--- src/rtl/sevenseg_scan_ctrl_if.sv ---
// Word-transfer channel into the seven-segment scan controller.
// The source drives word_in/word_valid and the controller answers with word_ready.
interface sevenseg_scan_ctrl_if;
  logic [31:0] word_in;
  logic        word_valid;
  logic        word_ready;

  modport master (
    output word_in,
    output word_valid,
    input  word_ready
  );

  modport slave (
    input  word_in,
    input  word_valid,
    output word_ready
  );
endinterface

--- src/rtl/sevenseg_scan_ctrl.sv ---
// 8-digit time-multiplexed hex display scanner with frame-aligned word update.
// Optional build macro LEADING_ZERO_BLANK_EN blanks leading zero digits (digit 0 always lit).
module sevenseg_scan_ctrl #(
  parameter int DIGIT_CYCLES = 100000,
  parameter int DEAD_CYCLES  = 1000
) (
  input  logic                       clk,
  input  logic                       rst_n,
  sevenseg_scan_ctrl_if.slave        word_if,
  input  logic                       enable,
  output logic [3:0]                 bcd_out,
  output logic [7:0]                 an,
  output logic [2:0]                 digit_idx,
  output logic                       frame_tick
);

  localparam int CW = (DIGIT_CYCLES > 1) ? $clog2(DIGIT_CYCLES) : 1;
  localparam logic [CW-1:0] CNT_LAST = CW'(DIGIT_CYCLES - 1);
  localparam logic [CW-1:0] DEAD_CNT = CW'(DEAD_CYCLES);

  logic [CW-1:0] cnt_q, cnt_d;
  logic [2:0]    idx_q, idx_d;
  logic [31:0]   shadow_q, shadow_d;
  logic [31:0]   pend_data_q, pend_data_d;
  logic          pending_q, pending_d;
  logic [7:0]    an_q, an_d;
  logic [3:0]    bcd_q, bcd_d;
  logic          frame_tick_q, frame_tick_d;
  logic          slot_last;
  logic          boundary;
  logic          xfer;
  logic [7:0]    blank;

  assign slot_last = (cnt_q == CNT_LAST);
  assign boundary  = slot_last && (idx_q == 3'd7);
  assign xfer      = word_if.word_valid && !pending_q;

  // Scan counters, handshake and frame-aligned shadow update.
  // A transfer needs pending_q = 0, so it never collides with the shadow load.
  always_comb begin
    cnt_d        = cnt_q + CW'(1);
    idx_d        = idx_q;
    shadow_d     = shadow_q;
    pend_data_d  = pend_data_q;
    pending_d    = pending_q;
    frame_tick_d = boundary;
    if (slot_last) begin
      cnt_d = '0;
      idx_d = idx_q + 3'd1;
    end
    if (boundary && pending_q) begin
      shadow_d  = pend_data_q;
      pending_d = 1'b0;
    end
    if (xfer) begin
      pend_data_d = word_if.word_in;
      pending_d   = 1'b1;
    end
  end

  // Blanking flags follow the word that will be shown after this edge.
  genvar gi;
  assign blank[0] = 1'b0;
  generate
    for (gi = 1; gi < 8; gi++) begin : g_blank
`ifdef LEADING_ZERO_BLANK_EN
      assign blank[gi] = (shadow_d[31:4*gi] == '0);
`else
      assign blank[gi] = 1'b0;
`endif
    end
  endgenerate

  always_comb begin
    an_d  = 8'hFF;
    bcd_d = shadow_d[{idx_d, 2'b00} +: 4];
    if ((cnt_d >= DEAD_CNT) && enable && !blank[idx_d]) begin
      an_d[idx_d] = 1'b0;
    end
  end

  always_ff @(posedge clk or negedge rst_n) begin
    if (!rst_n) begin
      cnt_q        <= '0;
      idx_q        <= 3'd0;
      shadow_q     <= 32'd0;
      pend_data_q  <= 32'd0;
      pending_q    <= 1'b0;
      an_q         <= 8'hFF;
      bcd_q        <= 4'd0;
      frame_tick_q <= 1'b0;
    end else begin
      cnt_q        <= cnt_d;
      idx_q        <= idx_d;
      shadow_q     <= shadow_d;
      pend_data_q  <= pend_data_d;
      pending_q    <= pending_d;
      an_q         <= an_d;
      bcd_q        <= bcd_d;
      frame_tick_q <= frame_tick_d;
    end
  end

  assign word_if.word_ready = !pending_q;
  assign an                 = an_q;
  assign bcd_out            = bcd_q;
  assign digit_idx          = idx_q;
  assign frame_tick         = frame_tick_q;

endmodule

--- src/flat_wrapper.sv ---
// flat-port wrapper written by rule: the top's interface ports become plain ports
module sevenseg_scan_ctrl_flat 
#(
  parameter int DIGIT_CYCLES = 100000,
  parameter int DEAD_CYCLES  = 1000
)
  (clk, rst_n, enable, bcd_out, an, digit_idx, frame_tick, word_if_word_in, word_if_word_valid, word_if_word_ready);
  sevenseg_scan_ctrl_if word_if_i ();
  input  logic clk;
  input  logic rst_n;
  input  logic enable;
  output logic [3:0] bcd_out;
  output logic [7:0] an;
  output logic [2:0] digit_idx;
  output logic frame_tick;
  input wire logic [$bits(word_if_i.word_in)-1:0] word_if_word_in;
  input wire logic [$bits(word_if_i.word_valid)-1:0] word_if_word_valid;
  output wire logic [$bits(word_if_i.word_ready)-1:0] word_if_word_ready;
  assign word_if_i.word_in = word_if_word_in;
  assign word_if_i.word_valid = word_if_word_valid;
  assign word_if_word_ready = word_if_i.word_ready;
  sevenseg_scan_ctrl #(.DIGIT_CYCLES(DIGIT_CYCLES), .DEAD_CYCLES(DEAD_CYCLES)) u_core (.clk(clk), .rst_n(rst_n), .word_if(word_if_i), .enable(enable), .bcd_out(bcd_out), .an(an), .digit_idx(digit_idx), .frame_tick(frame_tick));
endmodule
--- config.mk ---
export PLATFORM = sky130hd
export DESIGN_NAME = sevenseg_scan_ctrl_flat
export DESIGN_NICKNAME = d
export VERILOG_FILES = /design/src/rtl/sevenseg_scan_ctrl_if.sv /design/src/rtl/sevenseg_scan_ctrl.sv /design/src/flat_wrapper.sv
export SDC_FILE = /design/constraint.sdc
export NUM_CORES = 1
export LEC_CHECK = 0
export BUFFER_PORTS_ARGS = -buffer_cell sky130_fd_sc_hd__buf_2
export CAP_MARGIN = 20
export CORE_ASPECT_RATIO = 1.1
export CORE_MARGIN = 5
export CORE_UTILIZATION = 55
export DETAILED_ROUTE_END_ITERATION = 10
export GPL_TIMING_DRIVEN = 0
export PLACE_DENSITY = 0.8
export SYNTH_ARGS = -nofsm -noshare
export SYNTH_HDL_FRONTEND = slang
export SYNTH_SLANG_ARGS = --single-unit
--- constraint.sdc ---
create_clock -name clk -period 6.86 [get_ports clk]
set_clock_uncertainty 0.05 [all_clocks]
set_input_delay 0.343 -clock clk [delete_from_list [all_inputs] [get_ports clk]]
set_output_delay 0.343 -clock clk [all_outputs]
set_load 0.01 [all_outputs]
== Word level (Yosys, flattened, before mapping) ==
Memories as Yosys holds them, arrays and structs flattened.
Cells that the tools add are included.

* Latch bits: 0
* Bits in read-only memories: 8
* Memories: 1
* Bits in registers: 98
* Logic and storage cells: 36
* Input bits: 36
* Memory bits (writable): 0
* Output and inout bits: 17

* $lt $le $gt $ge: 3
* Bitwise operators: 1
* Multiply operators: 0
* Reductions and logical operators: 9
* Multiplexer cells: 9
* Eq/ne operators: 2
* Divide/modulo/power cells: 0
* Add/sub/neg operators: 2
* Shift operators: 1

{| class="wikitable"
|+ Memories
! memory !! words !! width !! rd ports !! clocked after Yosys merged registers in !! write ports !! RTL line !! text
|-
| (no name shown) || 8 || 1 || 1 || 0 || 0 || sevenseg_scan_ctrl.sv:77 || <nowiki>if ((cnt_d >= DEAD_CNT) && enable && !blank[idx_d]) begin</nowiki>
|}

{| class="wikitable"
|+ Operators by type and width
! kind !! count
|-
| $mux W32 || 1
|-
| $shiftx A32 B6 Y4 || 1
|-
| $add A17 B1 Y17 const B || 1
|-
| $eq A17 B17 Y1 const B || 1
|-
| $ge A17 B10 Y1 const B || 1
|-
| $mux W17 || 1
|-
| $mux W8 || 1
|-
| $not A8 Y8 || 1
|-
| $logic_and A1 B1 Y1 || 6
|-
| $lt A3 B4 Y1 const B || 1
|-
| $mux W1 || 4
|-
| $add A3 B1 Y3 const B || 1
|-
| $demux W1 S3 || 1
|-
| $eq A3 B3 Y1 const B || 1
|-
| $ge A3 B1 Y1 const B || 1
|-
| $mux W3 || 1
|-
| $logic_not A1 Y1 || 2
|-
| $reduce_bool A2 Y1 || 1
|}

== Depth between registers and ports, before layout ==
Gate-level depths: netlist (run 1).

* Depth after elaboration: 8
* Depth in mapped cells: 10
* Mapped depth without buffers: 8

== Worst setup path before layout (run 1) ==
OpenSTA, ideal clock, no wires.

* Kind: register -> register
* From: reg u_core.cnt_q[0]
* To: reg u_core.bcd_q[0], in the netlist u_core.bcd_out[0]
* Arrival: 2.617 ns
* Cell stages (with the launch flop): 10
* Clock period less this slack: 2.806 ns
* Library setup time: 0.139 ns
* Required time: 6.671 ns
* Slack: 4.054 ns
* Cell sequence: dfrtp_1 ha_1 buf_2 or2b_1 nor3_2 and3_1 buf_4 mux2_2 a22o_1 or4_1

* Cells in the longest elaborated chain, start to end: 5
* Elaborated cells between the ends (all ways): 6
* Those cells by class: eq/ne: 1; shift: 1; mux: 2; reduce/logical: 2

{| class="wikitable"
|+ RTL lines
! item !! RTL line !! text
|-
| start: declaration || sevenseg_scan_ctrl.sv:21 || <nowiki>logic [CW-1:0] cnt_q, cnt_d;</nowiki>
|-
| start signal: assignment || sevenseg_scan_ctrl.sv:93 || <nowiki>cnt_q <= cnt_d;</nowiki>
|-
| $eq A17 B17 Y1 || sevenseg_scan_ctrl.sv:34 || <nowiki>assign slot_last = (cnt_q == CNT_LAST);</nowiki>
|-
| $logic_and A1 B1 Y1 || sevenseg_scan_ctrl.sv:35 || <nowiki>assign boundary = slot_last && (idx_q == 3'd7);</nowiki>
|-
| $logic_and A1 B1 Y1 || sevenseg_scan_ctrl.sv:51 || <nowiki>if (boundary && pending_q) begin</nowiki>
|-
| $mux W32 || sevenseg_scan_ctrl.sv:51 ||
|-
| named net u_core.shadow_d[0] || sevenseg_scan_ctrl.sv:23 || <nowiki>logic [31:0] shadow_q, shadow_d;</nowiki>
|-
| $shiftx A32 B6 Y4 || sevenseg_scan_ctrl.sv:76 || <nowiki>bcd_d = shadow_d[{idx_d, 2'b00} +: 4];</nowiki>
|-
| named net u_core.bcd_d[0] || sevenseg_scan_ctrl.sv:27 || <nowiki>logic [3:0] bcd_q, bcd_d;</nowiki>
|-
| end signal: assignment || sevenseg_scan_ctrl.sv:90 || <nowiki>bcd_q <= 4'd0;</nowiki>
|-
| end signal: assignment || sevenseg_scan_ctrl.sv:99 || <nowiki>bcd_q <= bcd_d;</nowiki>
|-
| end: declaration || sevenseg_scan_ctrl.sv:27 ||
|}

The timed path passes the listed nets, and every way through them passes these cells.
A chain may end at the register's enable or synchronous reset.

== Worst setup path after layout (run 1) ==
* From: reg u_core.cnt_q[0]
* To: reg u_core.bcd_q[1], in the netlist u_core.bcd_out[1]

* Cells in the longest elaborated chain, start to end: 5
* Elaborated cells between the ends (all ways): 6
* Those cells by class: eq/ne: 1; shift: 1; mux: 2; reduce/logical: 2

{| class="wikitable"
|+ RTL lines
! item !! RTL line
|-
| $eq A17 B17 Y1 (*) || sevenseg_scan_ctrl.sv:34
|-
| $logic_and A1 B1 Y1 || sevenseg_scan_ctrl.sv:35
|-
| $logic_and A1 B1 Y1 || sevenseg_scan_ctrl.sv:51
|-
| $mux W32 || sevenseg_scan_ctrl.sv:51
|-
| $shiftx A32 B6 Y4 (*) || sevenseg_scan_ctrl.sv:76
|-
| named net u_core.bcd_d[1] || sevenseg_scan_ctrl.sv:27
|}

The timed path passes the listed nets; every way through them passes the cells marked *.

==> qor.txt, run 1 <==
Syn Area/Cell: 11.9 um2
DR iter-0 viols: 145
clk root buf: clkbuf_8
PD cells: 200 mW/mm2
Vias: 3,098
CP Launch Type: flop
Design Area, Final: 0.00509 mm2
Slew HR: 48.5%
Slowest-stage cell, CP: dfrtp_1
Compound-Gate Fraction of Synth Area: 8.23%
Post-Synth Simple-Gate Area: 13.1%
Max Fclk: 303 MHz
largest cells by area after synthesis: dfrtp_1, mux2_2, mux2i_1, dfstp_2, inv_1
# DRC: 0
Clock Path Buffers: 2
final antenna diode count: 0
die area: 0.0100 mm2
worst hold path depth: 2
Worst Reg-to-Reg Cells: 10
area leader, netlist: dfrtp_1
sequential fraction of the synthesis area: 55.1%
worst endpoint required time: 7.05 ns
die span in x: 96.0 um
largest family of logic cells by synthesized area: multiplexers
crit-path cells: ha_1 -> buf_2 -> or2b_1 -> nor3_2 -> and3_1 -> buf_4 -> buf_2 -> mux2i_1 -> o22ai_1 -> or4_1
Worst setup EP type: flop
number of synthesized register bits: 98
fraction of layout cells with a size suffix above 1: 30.8%
Tot GR Track Use: 20.0%
Syn Nets: 415
Psw: 244 uW
CP Max Fanout: 10
internal power: 774 uW
crit path kind: flop to flop
Switching Share: 24.0%
CTS tree: done
routed wire length: 9420 um
Synth cell types: 58
Post-Synthesis Cells: 376
io pins: 53
routability-driven placement congestion ratio: 0.879
Antenna Violating Nets Remaining: 0
placed cell area: 0.00489 mm2
XOR/XNOR Fraction of Synth Area: 2.74%
crit share post-route: 48.1%
fin crit period: 3.30 ns
crit-path leading delay family: simple AND/OR/NAND/NOR gates
R2R setup slack: 3.56 ns
async set or reset register ratio after synthesis: 100%
status: finished clean
H-Tree Depth: 3
Ys Warns: 0
1st-pass router iterations: 5
Final Util: 64.4%
postcts setup bufs: 0
clock latency on the worst-skew pair: 0.37 ns
VDD IR max: 0.000125 V
area grow syn2layout: 13.9%
commonest register cell after synthesis: dfrtp_1
Seq pwr share: 60.1%
Buffers on Ports: 51
Worst R2R Start: u_core.cnt_q[0]
synthesized area: 0.00447 mm2
antenna violations before repair: 0
Reg2Reg Capture Point: u_core.bcd_out[1]
unrepaired setup endpoints after global routing: no
Hold Startpoint: word_if_word_in[7]
clock share of power: 35.5%
Worst Setup SP: u_core.cnt_q[0]
Sum Neg Setup Slack: 0 ns
CTS Buf Count: 9
Detail Placement HPWL: 6880 um
top cell type's share of synthesized area: 50.4%
largest net degree at the start of global routing: 53
mux contribution to synthesized area: 14.9%
die extent in y: 105 um
Hold EP: u_core.pend_data_q[7]
vias in the first global route: 3,288
Commonest cells post-synth: dfrtp_1, mux2_2, inv_1
vias per inst: 5.60
CP Data Arrival Time: 3.48 ns
Final nets: 479
Leak: 2.42 nW
worst slew pin tran: 0.763 ns
Worst-path clk slew: 0.10 ns
Final Max Slew Viols: 0
final setup vio count: 0
count leader, synth: dfrtp_1
core area: 0.00791 mm2
total congestion overflow: 0
CP max stage delay: 0.46 ns
Rows: 34
cell mode on critical path: buf_2
Sink Count: 98
initial core utilization: 56.5%
global-route wire length before repair: 15,700 um
adder-cell area share of the yosys netlist: 0.839%
Max Cap Viol: 0
Worst Hold Class: input port to flop
wire length per cell: 17.0 um
EDFF count, synth: 0
power share of the combinational group: 4.5%
Buf+Inv Stages, Crit Path: 3
Hold Vio Cnt, Final: 0
Min Hold Slack: 0.142 ns
CTS resizes: 0
[stage by stage]
step / setup slack, ns / power (mW) / std cells
after floorplan: 4.05 / 0.638 / 376
after global placement: 3.66 / 0.664 / 535
after detailed placement: 3.66 / 0.670 / 536
after CTS: 3.61 / 1.03 / 553
after global routing: 3.42 / 1.06 / 553
final: 3.56 / 1.02 / 553
[layout by cell type (no fill, tap or decap), drive strengths merged, types with 16 or more instances in the layout]
| master | count |
|---|---|
| dfrtp | 90 |
| buf | 67 |
| mux2 | 38 |
| inv | 33 |
| mux2i | 24 |
| nand2 | 17 |
| nor2 | 17 |
| clkbuf | 16 |
[logic make-up (layout without fill, tap and decap cells)]
family / count (synthesis) / after routing
XOR/XNOR: 14 / 14
adder cells (fa/ha/maj): 3 / 3
flip-flops: 98 / 98
multiplexers: 62 / 62
buffers and inverters: 50 / 119
AND/OR/NAND/NOR: 102 / 102
AO/OA/AOI/OAI: 47 / 47
[flip-flops by register name, indices dropped and copies added, names as in the netlist]
| register | cells |
|---|---|
| u_core.frame_tick | 1 |
| u_core.shadow_q | 32 |
| u_core.digit_idx | 3 |
| u_core.pend_data_q | 32 |
| u_core.bcd_out | 4 |
| u_core.an | 8 |
| u_core.cnt_q | 17 |
| u_core.pending_q | 1 |
[worst max path at each step]
stage,depth (start not counted),end
after floorplan,9,u_core.bcd_out[0]
after global placement,10,u_core.bcd_out[3]
after detailed placement,10,u_core.bcd_out[1]
after CTS,10,u_core.bcd_out[1]
after global routing,10,u_core.bcd_out[1]
final,10,u_core.bcd_out[1]
[layer usage]
layer / global-route usage (%) / part of all wire (%) / routed length [um] / vias to the layer above
li1: - / - / - / 1478
met1: 25.1 / 43 / 4050 / 1524
met2: 33.7 / 51 / 4780 / 78
met3: 4.60 / 4.2 / 396 / 18
met4: 7.01 / 2.0 / 186 / 0
met5: 0 / 0 / 0 / -
[power groups by stage]
| stage | combinational [mW] | sequential, mW | clock (mW) |
|---|---|---|---|
| finish | 0.0454 | 0.612 | 0.361 |
| global route | 0.0512 | 0.614 | 0.392 |
| CTS | 0.0469 | 0.612 | 0.369 |
| detailed placement | 0.0464 | 0.623 | 0 |
| global placement | 0.0413 | 0.622 | 0 |
| floorplan | 0.0203 | 0.618 | 0 |
[worst reg2reg max path: stages, from the launching register on]
cell and delay [ns]:
dfrtp_1 0.46, ha_1 0.17, buf_2 0.19, or2b_1 0.30, nor3_2 0.28, and3_1 0.26, buf_4 0.23, buf_2 0.35
mux2i_1 0.33, o22ai_1 0.13, or4_1 0.43
[repair_timing]
| action | CTS | global route |
|---|---|---|
| hold buffers | 1 | 0 |
| setup endpoints to repair | 0 | 0 |
| hold endpoints to repair | 38 | 0 |
[cell type report]
class	count	area, um2
Clock buffer	10	138
Tap cell	108	135
Fill cell	634	2820
Inverter	29	109
Multi-Input combinational cell	228	1780
Buffer	21	119
Timing Repair Buffer	53	295
Clock inverter	6	55.1
Sequential cell	98	2460
No activity file was read; power rests on OpenSTA's default activity.
==> run 2: changes to the inputs <==
--- a/config.mk
+++ b/config.mk
@@ -9,10 +9,10 @@
 export CAP_MARGIN = 20
 export CORE_ASPECT_RATIO = 1.1
 export CORE_MARGIN = 5
-export CORE_UTILIZATION = 55
+export CORE_UTILIZATION = 52
 export DETAILED_ROUTE_END_ITERATION = 10
 export GPL_TIMING_DRIVEN = 0
-export PLACE_DENSITY = 0.8
+export PLACE_DENSITY = 0.79
 export SYNTH_ARGS = -nofsm -noshare
 export SYNTH_HDL_FRONTEND = slang
 export SYNTH_SLANG_ARGS = --single-unit
==> constraint.sdc (replaced) <==
create_clock -name clk -period 3 [get_ports clk]
set_clock_uncertainty 0.05 [all_clocks]
set_input_delay 0.15 -clock clk [delete_from_list [all_inputs] [get_ports clk]]
set_output_delay 0.15 -clock clk [all_outputs]
set_load 0.01 [all_outputs]
==> qor.txt, run 2 (synthesis results as in run 1) <==
vias in the first global route: 3,380 (+2.8%)
antenna violations before repair: 0 (unchanged)
vias per inst: 5.55 (-0.88%)
Sequential cell area: 0.00246 mm2 (about the same)
Worst Reg-to-Reg Cells: 9 (-1)
Hold EP: u_core.an[6]
routed wire length: 10,200 um (+8.1%)
placed cell area: 0.00490 mm2 (about the same)
die extent in y: 107 um (+2.6%)
clock share of power: 34.9% (-0.6 points)
PD cells: 422 mW/mm2 (+110%)
# DRC: 0 (unchanged)
initial core utilization: 53.2% (-3.3 points)
Worst Hold Class: input port to flop
1st-pass router iterations: 5 (unchanged)
unrepaired setup endpoints after global routing: no
CP Launch Type: flop
internal power: 1.78 mW (+130%)
number of fill cells: 629 (-0.79%)
core area: 0.00841 mm2 (+6.3%)
worst endpoint required time: 3.20 ns (-3.85 ns)
Worst R2R Start: u_core.cnt_q[0]
Final nets: 520 (+8.6%)
Hold Vio Cnt, Final: 0 (unchanged)
Reg2Reg Capture Point: u_core.bcd_out[0]
Vias: 3,315 (+7.0%)
commonest non-fill, non-tap cell in the layout: dfrtp_1
status: finished clean
VDD IR max: 0.000191 V (+53%)
Tot GR Track Use: 19.5% (-0.49 points)
Max Fclk: 343 MHz (+13%)
footprint of the multi-input gates: 0.00189 mm2 (+5.8%)
die span in x: 98.4 um (+2.5%)
crit path kind: flop to flop
Buffers on Ports: 51 (unchanged)
worst slew pin tran: 0.827 ns (+0.0640 ns)
power share of the combinational group: 5.8% (+1.3 points)
CP Data Arrival Time: 3.11 ns (-0.37 ns)
Final WS setup: 0.0863 ns (-3.48 ns)
Clock Path Buffers: 2 (unchanged)
most frequent cells in the layout: dfrtp_1, buf_2, mux2_2
pre-CTS setup slack: -0.248 ns (-3.90 ns)
Rows: 35 (+2.9%)
CP Max Fanout: 10 (unchanged)
Worst-path clk slew: 0.11 ns (about the same)
fin crit period: 2.91 ns (-0.383 ns)
Design Area, Final: 0.00560 mm2 (+10%)
Sum Neg Setup Slack: 0 ns (unchanged)
clk root buf: clkbuf_8
Psw: 584 uW (+140%)
final antenna diode count: 0 (unchanged)
area grow syn2layout: 25.3%
CTS Buf Count: 9 (unchanged)
Max Cap Viol: 0 (unchanged)
fraction of layout cells with a size suffix above 1: 32.5% (+1.7 points)
worst hold path depth: 2 (unchanged)
Hold Startpoint: enable
Final Power: 2.36 mW (+130%)
largest net degree at the start of global routing: 76 (+43%)
DR iter-0 viols: 164 (+13%)
H-Tree Depth: 3 (unchanged)
R2R setup slack: 0.09 ns (-3.48 ns)
global-route wire length before repair: 16,400 um (+4.9%)
crit share post-route: 97.1% (+49 points)
Detail Placement HPWL: 6870 um (-0.14%)
wire length per cell: 17.1 um (+0.15%)
Sink Count: 98 (unchanged)
Antenna Violating Nets Remaining: 0 (unchanged)
Final Max Slew Viols: 0 (unchanged)
io pins: 53 (unchanged)
Slew HR: 43.4% (-5.0 points)
routability-driven placement congestion ratio: 0.881 (+0.25%)
final setup vio count: 0 (unchanged)
Worst setup EP type: flop
Switching Share: 24.7% (+0.73 points)
total congestion overflow: 0 (unchanged)
Final Util: 66.6% (+2.2 points)
largest registers: u_core.pend_data_q x32, u_core.shadow_q x32, u_core.cnt_q x17
Leak: 2.60 nW (+7.5%)
CTS tree: done
Seq pwr share: 59.3% (-0.8 points)
clock latency on the worst-skew pair: 0.37 ns (about the same)
die area: 0.0106 mm2 (+5.2%)
==> run 2: cell types whose count changed in the layout (fill, tap and decap cells not counted), sizes merged <==
cell / before / now
dlygate4sd3: 1 / 34
buf: 67 / 75
==> run 2: worst max path at each step <==
stage | cells past startpoint | from | end
after floorplan | 9 | u_core.cnt_q[0] | u_core.bcd_out[0]
after global routing | 9 | u_core.cnt_q[1] | u_core.bcd_out[0]
after global placement | 10 | u_core.cnt_q[0] | u_core.bcd_out[3]
after detailed placement | 10 | u_core.cnt_q[0] | u_core.bcd_out[3]
after CTS | 9 | u_core.cnt_q[0] | u_core.bcd_out[0]
final | 9 | u_core.cnt_q[0] | u_core.bcd_out[0]
==> run 2: what timing repair did <==
action,in CTS,in global routing
setup endpoints to repair,9,12
gates resized for setup,13,12
hold buffers,34,0
hold endpoints to repair,56,0
pin swaps,1,4
cloned,0,0
buffers inserted,5,3
==> run 2: layout make-up <==
cell class	count	area share, %
Multi-Input combinational cell	228	33.7
Tap cell	111	2.48
Timing Repair Buffer	94	12.2
Sequential cell	98	44.0
Buffer	21	2.41
Inverter	29	1.94
Clock inverter	6	1.03
Clock buffer	10	2.28
==> run 2: stage by stage <==
step / hold slack, ns / cells
after detailed placement: 0.0321 / 539
after global placement: 0.332 / 538
after CTS: 0.0796 / 594
final: 0.112 / 597
after global routing: 0.115 / 597
after floorplan: -0.196 / 376
==> run 2: power groups by stage <==
stage	sequential (mW)	clock, mW	combinational [mW]
floorplan	1.41	0	0.0463
detailed placement	1.42	0	0.105
global placement	1.42	0	0.0947
global route	1.41	0.880	0.154
finish	1.40	0.825	0.138
CTS	1.40	0.839	0.140
==> run 2: worst max-delay path, stage by stage (launching register included) <==
cell and delay (ns):
dfrtp_2 0.37, ha_1 0.15, buf_4 0.15, or2b_4 0.30, or3_4 0.39, buf_6 0.16
o2111a_1 0.26, a41oi_4 0.27, o22ai_2 0.16, or4_1 0.54
==> run 2: metal layers <==
| metal | track usage, % | share of wire (%) | up-vias |
|---|---|---|---|
| met5 | 0 | 0 | - |
| met4 | 8.78 | 2.7 | 0 |
| met3 | 3.31 | 4.7 | 23 |
| met2 | 33.3 | 51 | 119 |
| met1 | 24.4 | 42 | 1623 |
| li1 | - | - | 1550 |
